File: src/rtl/sha1_pkg.sv
// sha1_pkg
// Shared definitions for the SHA1 channel pool: the pool FSM state encoding
// and the default sizing parameters used by the pool and its free list.
package sha1_pkg;

    localparam int CHANNEL_NUM_TOTAL_DEF = 64;
    localparam int CHANNEL_NUM_WIDTH_DEF = $clog2(CHANNEL_NUM_TOTAL_DEF);
    localparam int INIT_DELAY_DEF        = 8;

    typedef enum logic [1:0] {
        IDLE = 2'd0,
        INIT = 2'd1,
        RUN  = 2'd2
    } chan_state_e;

endpackage

File: src/rtl/sha1_free_list_fifo.sv
// sha1_free_list_fifo
// First-word-fall-through FIFO holding free channel IDs.
// Ports:
//   clk, rst_n      clock, synchronous active-low reset
//   i_clr           synchronous flush (wins over push/pop)
//   i_push          write i_push_data at the tail
//   i_push_data     ID to store
//   i_pop           drop the head (caller guarantees o_valid)
//   o_valid         list not empty; o_head is meaningful
//   o_head          current head entry
//   o_count         number of stored entries
module sha1_free_list_fifo #(
    parameter int DEPTH = 64,
    parameter int WIDTH = 6,
    parameter int CW    = $clog2(DEPTH + 1)
) (
    input  logic             clk,
    input  logic             rst_n,
    input  logic             i_clr,
    input  logic             i_push,
    input  logic [WIDTH-1:0] i_push_data,
    input  logic             i_pop,
    output logic             o_valid,
    output logic [WIDTH-1:0] o_head,
    output logic [CW-1:0]    o_count
);
    localparam int PW = (DEPTH > 1) ? $clog2(DEPTH) : 1;

    logic [WIDTH-1:0] r_mem [DEPTH];
    logic [PW-1:0]    r_wr_ptr;
    logic [PW-1:0]    r_rd_ptr;
    logic [CW-1:0]    r_count;

    function automatic logic [PW-1:0] ptr_inc(input logic [PW-1:0] p);
        return (p == PW'(DEPTH - 1)) ? '0 : p + PW'(1);
    endfunction

    // Storage needs no reset: the pointers and count define what is valid.
    always_ff @(posedge clk) begin
        if (rst_n && !i_clr && i_push) begin
            r_mem[r_wr_ptr] <= i_push_data;
        end
    end

    always_ff @(posedge clk) begin
        if (!rst_n || i_clr) begin
            r_wr_ptr <= '0;
            r_rd_ptr <= '0;
            r_count  <= '0;
        end else begin
            if (i_push) r_wr_ptr <= ptr_inc(r_wr_ptr);
            if (i_pop)  r_rd_ptr <= ptr_inc(r_rd_ptr);
            r_count <= r_count + CW'(i_push) - CW'(i_pop);
        end
    end

    // The owner bounds pushes by its busy tracking, so a write into a full
    // list means that bookkeeping has been broken.
    always_ff @(posedge clk) begin
        if (rst_n && !i_clr) begin
            assert (!(i_push && !i_pop && r_count == CW'(DEPTH)));
        end
    end

    assign o_valid = (r_count != '0);
    assign o_head  = r_mem[r_rd_ptr];
    assign o_count = r_count;

endmodule

File: src/rtl/sha1_channel_pool.sv
// sha1_channel_pool
// Free-list allocator for SHA1 engine channel IDs. After reset it waits
// INIT_DELAY cycles, loads IDs 0..N-1 into the free list, then hands IDs out
// and takes them back, tracking which IDs are outstanding.
// Ports:
//   clk, rst_n                 clock, synchronous active-low reset
//   cfg_chan_num               channel count N (0 or >TOTAL means TOTAL)
//   init_start                 pulse: flush and reload (ignored in IDLE)
//   alloc_valid/ready/id       ID hand-out port
//   release_valid/id           ID return port (no back-pressure)
//   busy_map                   bit i set while ID i is allocated
//   free_count                 IDs currently in the free list
//   init_done                  high in RUN
//   err_double_release         pulse: returned ID was not allocated
//   err_invalid_release        pulse: ID >= N, or release outside RUN
//   dbg_state                  current FSM state
// Handshake: an ID transfers on a rising edge where alloc_valid and
// alloc_ready are both 1; alloc_valid never depends on alloc_ready, and
// alloc_id holds 0 whenever alloc_valid is 0. Releases are accepted or
// flagged on the edge where release_valid is 1.
module sha1_channel_pool
    import sha1_pkg::*;
#(
    parameter int CHANNEL_NUM_TOTAL = CHANNEL_NUM_TOTAL_DEF,
    parameter int CHANNEL_NUM_WIDTH = $clog2(CHANNEL_NUM_TOTAL),
    parameter int INIT_DELAY        = INIT_DELAY_DEF
) (
    input  logic                         clk,
    input  logic                         rst_n,
    input  logic [CHANNEL_NUM_WIDTH:0]   cfg_chan_num,
    input  logic                         init_start,
    output logic                         alloc_valid,
    output logic [CHANNEL_NUM_WIDTH-1:0] alloc_id,
    input  logic                         alloc_ready,
    input  logic                         release_valid,
    input  logic [CHANNEL_NUM_WIDTH-1:0] release_id,
    output logic [CHANNEL_NUM_TOTAL-1:0] busy_map,
    output logic [CHANNEL_NUM_WIDTH:0]   free_count,
    output logic                         init_done,
    output logic                         err_double_release,
    output logic                         err_invalid_release,
    output chan_state_e                  dbg_state
);
    localparam int W  = CHANNEL_NUM_WIDTH;
    localparam int NW = W + 1;
    localparam int DW = (INIT_DELAY > 1) ? $clog2(INIT_DELAY) : 1;
    localparam logic [NW-1:0] TOTAL_N = NW'(CHANNEL_NUM_TOTAL);

    chan_state_e                  r_state;
    logic [DW-1:0]                r_delay_cnt;
    logic [NW-1:0]                r_sweep;
    logic [NW-1:0]                r_n;
    logic [CHANNEL_NUM_TOTAL-1:0] r_busy;
    logic                         r_init_done;
    logic                         r_err_dbl;
    logic                         r_err_inv;

    logic          w_delay_done;
    logic          w_enter_init;
    logic          w_in_run;
    logic          w_id_in_range;
    logic          w_id_busy;
    logic          w_rel_legal;
    logic          w_alloc_fire;
    logic          w_push;
    logic          w_fifo_valid;
    logic [W-1:0]  w_head;
    logic [W-1:0]  w_push_data;
    logic [NW-1:0] w_n_clamped;
    logic [NW-1:0] w_free_count;

    assign w_n_clamped  = (cfg_chan_num == '0 || cfg_chan_num > TOTAL_N) ? TOTAL_N : cfg_chan_num;
    assign w_delay_done = (r_delay_cnt == DW'(INIT_DELAY - 1));
    // Entry into INIT, both the timed one from IDLE and a restart pulse.
    assign w_enter_init = (r_state == IDLE) ? w_delay_done : init_start;
    assign w_in_run     = (r_state == RUN);

    assign w_id_in_range = ({1'b0, release_id} < r_n);
    assign w_id_busy     = r_busy[release_id];
    // A restart pulse discards any handshake on the same edge.
    assign w_rel_legal   = release_valid && w_in_run && !init_start && w_id_in_range && w_id_busy;
    assign w_alloc_fire  = w_in_run && !init_start && w_fifo_valid && alloc_ready;

    assign w_push      = ((r_state == INIT) && !init_start) || w_rel_legal;
    assign w_push_data = (r_state == INIT) ? r_sweep[W-1:0] : release_id;

    sha1_free_list_fifo #(
        .DEPTH (CHANNEL_NUM_TOTAL),
        .WIDTH (W),
        .CW    (NW)
    ) u_free_list (
        .clk         (clk),
        .rst_n       (rst_n),
        .i_clr       (w_enter_init),
        .i_push      (w_push),
        .i_push_data (w_push_data),
        .i_pop       (w_alloc_fire),
        .o_valid     (w_fifo_valid),
        .o_head      (w_head),
        .o_count     (w_free_count)
    );

    always_ff @(posedge clk) begin
        if (!rst_n) begin
            r_state     <= IDLE;
            r_delay_cnt <= '0;
            r_sweep     <= '0;
            r_n         <= '0;
            r_busy      <= '0;
            r_init_done <= 1'b0;
        end else if (w_enter_init) begin
            r_state     <= INIT;
            r_delay_cnt <= '0;
            r_sweep     <= '0;
            r_n         <= w_n_clamped;
            r_busy      <= '0;
            r_init_done <= 1'b0;
        end else begin
            case (r_state)
                IDLE: r_delay_cnt <= r_delay_cnt + DW'(1);
                INIT: begin
                    r_sweep <= r_sweep + NW'(1);
                    if (r_sweep == r_n - NW'(1)) begin
                        r_state     <= RUN;
                        r_init_done <= 1'b1;
                    end
                end
                RUN: begin
                    // Alloc and legal release never name the same ID: the
                    // head of the free list is by construction not busy.
                    if (w_alloc_fire) r_busy[w_head]     <= 1'b1;
                    if (w_rel_legal)  r_busy[release_id] <= 1'b0;
                end
                default: begin
                    r_state     <= IDLE;
                    r_init_done <= 1'b0;
                end
            endcase
        end
    end

    always_ff @(posedge clk) begin
        if (!rst_n) begin
            r_err_dbl <= 1'b0;
            r_err_inv <= 1'b0;
        end else begin
            r_err_inv <= release_valid && (!w_in_run || !w_id_in_range);
            r_err_dbl <= release_valid && w_in_run && w_id_in_range && !w_id_busy;
        end
    end

    assign alloc_valid         = w_in_run && w_fifo_valid;
    assign alloc_id            = alloc_valid ? w_head : '0;
    assign busy_map            = r_busy;
    assign free_count          = w_free_count;
    assign init_done           = r_init_done;
    assign err_double_release  = r_err_dbl;
    assign err_invalid_release = r_err_inv;
    assign dbg_state           = r_state;

endmodule
File: config.mk
export PLATFORM = sky130hd
export DESIGN_NAME = sha1_channel_pool
export DESIGN_NICKNAME = d
export VERILOG_FILES = /design/src/rtl/sha1_pkg.sv /design/src/rtl/sha1_free_list_fifo.sv /design/src/rtl/sha1_channel_pool.sv
export SDC_FILE = /design/constraint.sdc
export NUM_CORES = 1
export LEC_CHECK = 0
export ABC_AREA = 1
export CAP_MARGIN = 10
export CORE_UTILIZATION = 32
export CTS_CLUSTER_SIZE = 28
export DETAILED_ROUTE_END_ITERATION = 16
export SLEW_MARGIN = 5
export SYNTH_ARGS = -nofsm -noshare
export SYNTH_HDL_FRONTEND = slang
export SYNTH_SLANG_ARGS = --single-unit
export TNS_END_PERCENT = 50
File: constraint.sdc
create_clock -name clk -period 11.07 [get_ports clk]
set_input_delay 2.214 -clock clk [delete_from_list [all_inputs] [get_ports clk]]
set_output_delay 2.214 -clock clk [all_outputs]
set_load 0.1 [all_outputs]
== Word level (Yosys, flattened, before mapping) ==
Memory sizes are Yosys's and may differ from the RTL's. A register that Yosys moved wholly into a read port is not among the register bits.
Index checks and enable logic that the tools add are counted.
Storage, ports and cells
  input port bits: 18
  output and inout bits: 83
  register bits: 105
  memories kept: 1
  logic and storage cells: 99
  bits in writable memories: 384
Operators by class
  equality and inequality tests: 9
  reduce and logical (&&, ||, !) cells: 33
  muxes and demuxes: 26
  order comparisons: 6
  add/sub/neg operators: 7
  bitwise logic cells: 5
Memories
  u_free_list.r_mem: words 64, bits a word 6, rd ports 1, clocked after Yosys merged registers in 1, write ports 1, line sha1_free_list_fifo.sv:29  | logic [WIDTH-1:0] r_mem [DEPTH];
Operators with widths (number)
  64-bit two-way mux: 5
  64-bit AND: 1
  64-bit NOT: 1
  64-bit bitwise OR: 1
  6-bit two-way mux: 6
  1-bit logical AND: 16
  6-bit by 7-bit less-than comparator with 1-bit output (second input constant): 2
  6-bit by 1-bit adder with 6-bit output (second input constant): 2
  1-bit demux with 6-bit select: 2
  6-bit == test (second input constant): 2
  6-bit by 1-bit greater-or-equal comparator with 1-bit output (second input constant): 2
  1-bit two-way mux: 8
  7-bit by 1-bit adder with 7-bit output: 1
  7-bit by 1-bit adder with 7-bit output (second input constant): 1
  7-bit == test: 1
  7-bit greater-than comparator (second input constant): 1
  7-bit zero test: 1
  6-bit by 7-bit less-than comparator with 1-bit output: 1
  7-bit two-way mux: 1
  7-bit nonzero test: 1
  7-bit by 1-bit subtractor with 7-bit output: 1
  7-bit by 1-bit subtractor with 7-bit output (second input constant): 1
  1-bit binary-select mux with 6-bit select: 1
  1-bit zero test: 6
  14 further kinds: 21

== Longest topological paths before layout ==
  depth after elaboration: 11
  depth in mapped cells: 28
  gate-level depth less buffers: 27

== By module ==
From an unflattened synthesis, not the netlist that was laid out.
Unflattened totals
  cell total of the unflattened synthesis: 2397
  area total of the unflattened synthesis: 22148.7 sq um
By module, submodules not included
  sha1_free_list_fifo: area an instance 16906.2 sq um, cells each 1512, times used 1, sequential area each 12031.5 sq um
  sha1_channel_pool: area an instance 5242.5 sq um, cells each 885, times used 1, sequential area each 1701.6 sq um

== Least setup slack after synthesis ==
No wires, ideal clock.
  path kind: reg-to-output
  from: reg u_free_list.r_count[4], in the netlist u_free_list.o_count[4]
  to: out alloc_id[0]
  slack: 4.188 ns
  stages on the path, launching flop included: 8
  data required time: 8.856 ns
  path buffers: 0
  arrival: 4.668 ns
  cell sequence: dfxtp_1 > inv_1 > ha_1 > nand2_1 > nor4_1 > nor2_1 > inv_1 > a21oi_1
On the way
  word-level cells in the longest chain between the ends: 3
RTL lines
  from (decl): line sha1_free_list_fifo.sv:32  | logic [CW-1:0] r_count;
  from (signal assigned): line sha1_free_list_fifo.sv:53  | r_count <= r_count + CW'(i_push) - CW'(i_pop);
  7-bit nonzero test: line sha1_free_list_fifo.sv:65  | assign o_valid = (r_count != '0);
  1-bit logical AND: line sha1_channel_pool.sv:152  | assign alloc_valid = w_in_run && w_fifo_valid;
  named net alloc_valid: line sha1_channel_pool.sv:32  | output logic alloc_valid,
  6-bit two-way mux: line sha1_channel_pool.sv:153  | assign alloc_id = alloc_valid ? w_head : '0;
  to (decl): line sha1_channel_pool.sv:33  | output logic [CHANNEL_NUM_WIDTH-1:0] alloc_id,
The timed path passes the listed nets, and every way through them passes these cells.

==> key figures <==
Status
  • Outcome: finished clean

Floorplanning
  • Io pins: around 100
  • Std cell rows: 95
  • Die area: roughly 70,000 um^2
  • Die H: 265 um
  • Die W: 265 um
  • Core ar.: 67,800 um^2
  • Initial Utilization: 0.326

Yosys
  • Post-synthesis sequential area ratio: 0.621
  • Synth Flop Type: edfxtp_1
  • Yosys top cell by area: edfxtp_1
  • Post-synthesis cell area: 22,100 um^2
  • Synth top area cells: edfxtp_1, nand2_1, dfxtp_1
  • Yosys top cell area share: 0.522
  • Post-synth top cells: nand2_1, edfxtp_1, nand3_1, inv_1, nor2_1
  • Asr flop ratio synth: 0
  • Unique masters post-synth: 41
  • Most common cell in the synthesized netlist: nand2_1
  • YS warnings: 0
  • Cells after synthesis: 2,315
  • Post-synth EDFFs: 384
  • Mapped Nets: 2,354
  • Post-Syn Area per Cell: 9.55 um^2
  • Yosys reg bits: 494

Cells and area
  • Layout cells sized above 1: 0.0697
  • Area grow syn2layout: 15.9%
  • Number of diodes: 0
  • Finished Core Util: 0.378
  • Post-layout net count: 2,409
  • Final Instance Area: 25,600 um^2

Worst setup path
  • Internal reg-to-reg setup slack: between 6 and 7 ns
  • CP Class: register to primary output
  • CP Data Arrival Time: 5.48 ns
  • Cells on worst reg2reg path: 14
  • Crit path max fanout: 97
  • Req. time, crit path: 8.86 ns
  • End of the worst register-to-register path: busy_map[57]
  • Nature of the critical path startpoint: register
  • Crit end category: primary output

Power
  • Max VDD drop: ~0.19 mV
  • LEAKAGE: 0.00898 uW
  • Pwr Total: around 4300 uW
  • Power Density: 167 nW/um^2

Placement
  • Routability cong.: 0.882
  • Dpl hpwl: 38,300 um
  • Pre-CTS setup slack: 3.89 ns
  • Placement-stage cell area: between 20,000 and 25,000 um^2
  • IO buf count: 100

Detailed routing
  • Drt wl/cell: 19.0 um
  • Metal3 WL: 4500 um
  • Post-DRT Antenna Nets: 0
  • DRT iter0 DRCs: 1,539
  • Drt drc: 0
  • Drt total wl: 62,300 um
  • Top sig layer: met4
  • Met2 wire len: 29,100 um
  • Via count: 16,900
  • Vias/cell: 5.13
  • Met1 wire length: 26,500 um
  • Drt first pass iters: 5

Clock tree
  • Htree depth: 2
  • Root buffer cell: clkbuf_16
  • Total setup buffers inserted after CTS: 0
  • TritonCTS buffer count: 51
  • CTS Buffer Depth: 3
  • Clk_lat worst skew: 0.62 ns
  • Hold_buf cts: 0
  • Clock Sinks: 494
  • Reg clk slew, reported paths: 0.06 ns
  • Number of gates resized after cts: 0
  • CTS tree: done

Timing
  • Worst setup margin: 3.38 ns
  • Unrepaired setup endpoints after global routing: no
  • Slew headroom: 0.157
  • Skew final: 0.0349 ns
  • Worst-Margin Slew: 1.25 ns
  • Slew Limit Fails: 0
  • Fmax: 0.130 GHz
  • Final Cycle Share: 0.695
  • # setup viols final: 0
  • Final min period: ~7.7 ns
  • Setup TNS: 0 ns
  • Final Hold Fails: 0

GRT
  • Initial antenna violation count: 0
  • Largest net degree at the start of global routing: 98
  • Grt ovf: 0
  • Number of global-route vias before repair: 16,600
  • First-pass GRT wire length: 96,200 um
  • Total track usage: 0.176

Min path
  • Hold endpoint: busy_map[2]
  • Worst hold stages: 2
  • Hold WC Path Type: register to register
  • Min-delay src: busy_map[2]

Flow run
  • Max-Cap Viols: 0
-- worst max path at each step --
stage               cells past startpoint  slack (ns)                   start                     end
floorplan                               7        4.19  u_free_list.o_count[4]             alloc_id[0]
global placement                       26        4.00           release_id[1]  u_free_list.o_count[6]
detailed placement                     26        3.89           release_id[1]  u_free_list.o_count[6]
CTS                                    13        3.42                register             alloc_id[5]
global route                           13        3.07                register             alloc_id[2]
finish                                 13        3.38                register             alloc_id[5]
-- layout by cell type (no fill, tap or decap), types with 4 or more instances in the layout --
cell type | netlist | final
buf_4 | 23 | 21
nor2_1 | 115 | 114
clkinv_2 | 0 | 4
xor2_1 | 13 | 13
nand3_1 | 375 | 375
edfxtp_1 | 384 | 384
o21ai_1 | 10 | 10
clkdlybuf4s50_1 | 0 | 99
nor3_1 | 19 | 19
nor3_2 | 14 | 14
nor2_4 | 13 | 13
clkinv_1 | 0 | 16
nand2_1 | 772 | 772
o21ai_4 | 0 | 5
inv_2 | 7 | 6
clkbuf_16 | 0 | 51
o21ai_0 | 79 | 74
inv_1 | 122 | 122
nor4_2 | 0 | 7
nand4_1 | 8 | 8
nand3_2 | 5 | 5
nand2_2 | 5 | 5
xnor2_1 | 5 | 5
bufinv_16 | 0 | 9
nor2_2 | 4 | 5
dfxtp_1 | 110 | 107
ha_1 | 20 | 20
a21oi_1 | 87 | 86
clkbuf_1 | 32 | 6
-- critical path: stages, from the launching register on --
cell and delay, ns:
dfxtp_4 0.54, inv_4 0.80, buf_4 0.89, nand2_1 0.12, nand3_1 0.12, nand3_1 0.13
nand2_1 0.13, nand2_1 0.06, nand3_1 0.11, nand3_1 0.17, nand2_1 0.20, inv_2 0.06
nor2_1 0.17, clkdlybuf4s50_1 1.18
-- report_power, final --
| group | switching (uW) | total [uW] | internal, uW | leakage, uW |
|---|---|---|---|---|
| combinational | 279 | 361 | 81.4 | 0.00378 |
| clock | 744 | 1820 | 1070 | 0.000860 |
| sequential | 13.7 | 2100 | 2080 | 0.00434 |
-- state kept, by name (all words and copies together) (netlist names), named ones only --
signal / cells
err_invalid_release: 1
u_free_list.r_wr_ptr: 6
dbg_state: 2
err_double_release: 1
r_sweep: 7
r_n: 7
u_free_list.r_rd_ptr: 6
u_free_list.o_count: 7
r_delay_cnt: 3
busy_map: 64
u_free_list.r_mem: 384
-- logic make-up (layout without fill, tap and decap cells) --
kind of cell,after synthesis,after routing,share of synthesized area
buffers and inverters,249,346,0.0496
flip-flops,494,494,0.621
AND/OR/NAND/NOR,1349,1349,0.267
XOR/XNOR,18,18,0.00713
adder cells (fa/ha/maj),21,21,0.0122
AO/OA/AOI/OAI,184,184,0.0425
-- final cells by class --
class	count	area (um^2)
Tap cell	873	1090
Clock inverter	34	423
Sequential cell	494	13700
Fill cell	6634	42100
Clock buffer	61	1340
Multi-Input combinational cell	1572	7390
Timing Repair Buffer	121	1150
Inverter	130	493
-- stage by stage --
step | hold WS, ns | cells
3_5_place_dp | 0.464 | 3188
6_report | 0.464 | 3285
4_1_cts | 0.472 | 3283
2_1_floorplan | 0.453 | 2315
5_1_grt | 0.487 | 3285
3_3_place_gp | 0.455 | 3186
-- layer usage --
metal / global-route usage / vias to the layer above
met2: 0.288 / 655
met5: 0 / -
met1: 0.233 / 8114
met4: 0.0694 / 0
li1: - / 7952
met3: 0.0298 / 140
(Power assumes the default switching activity.)
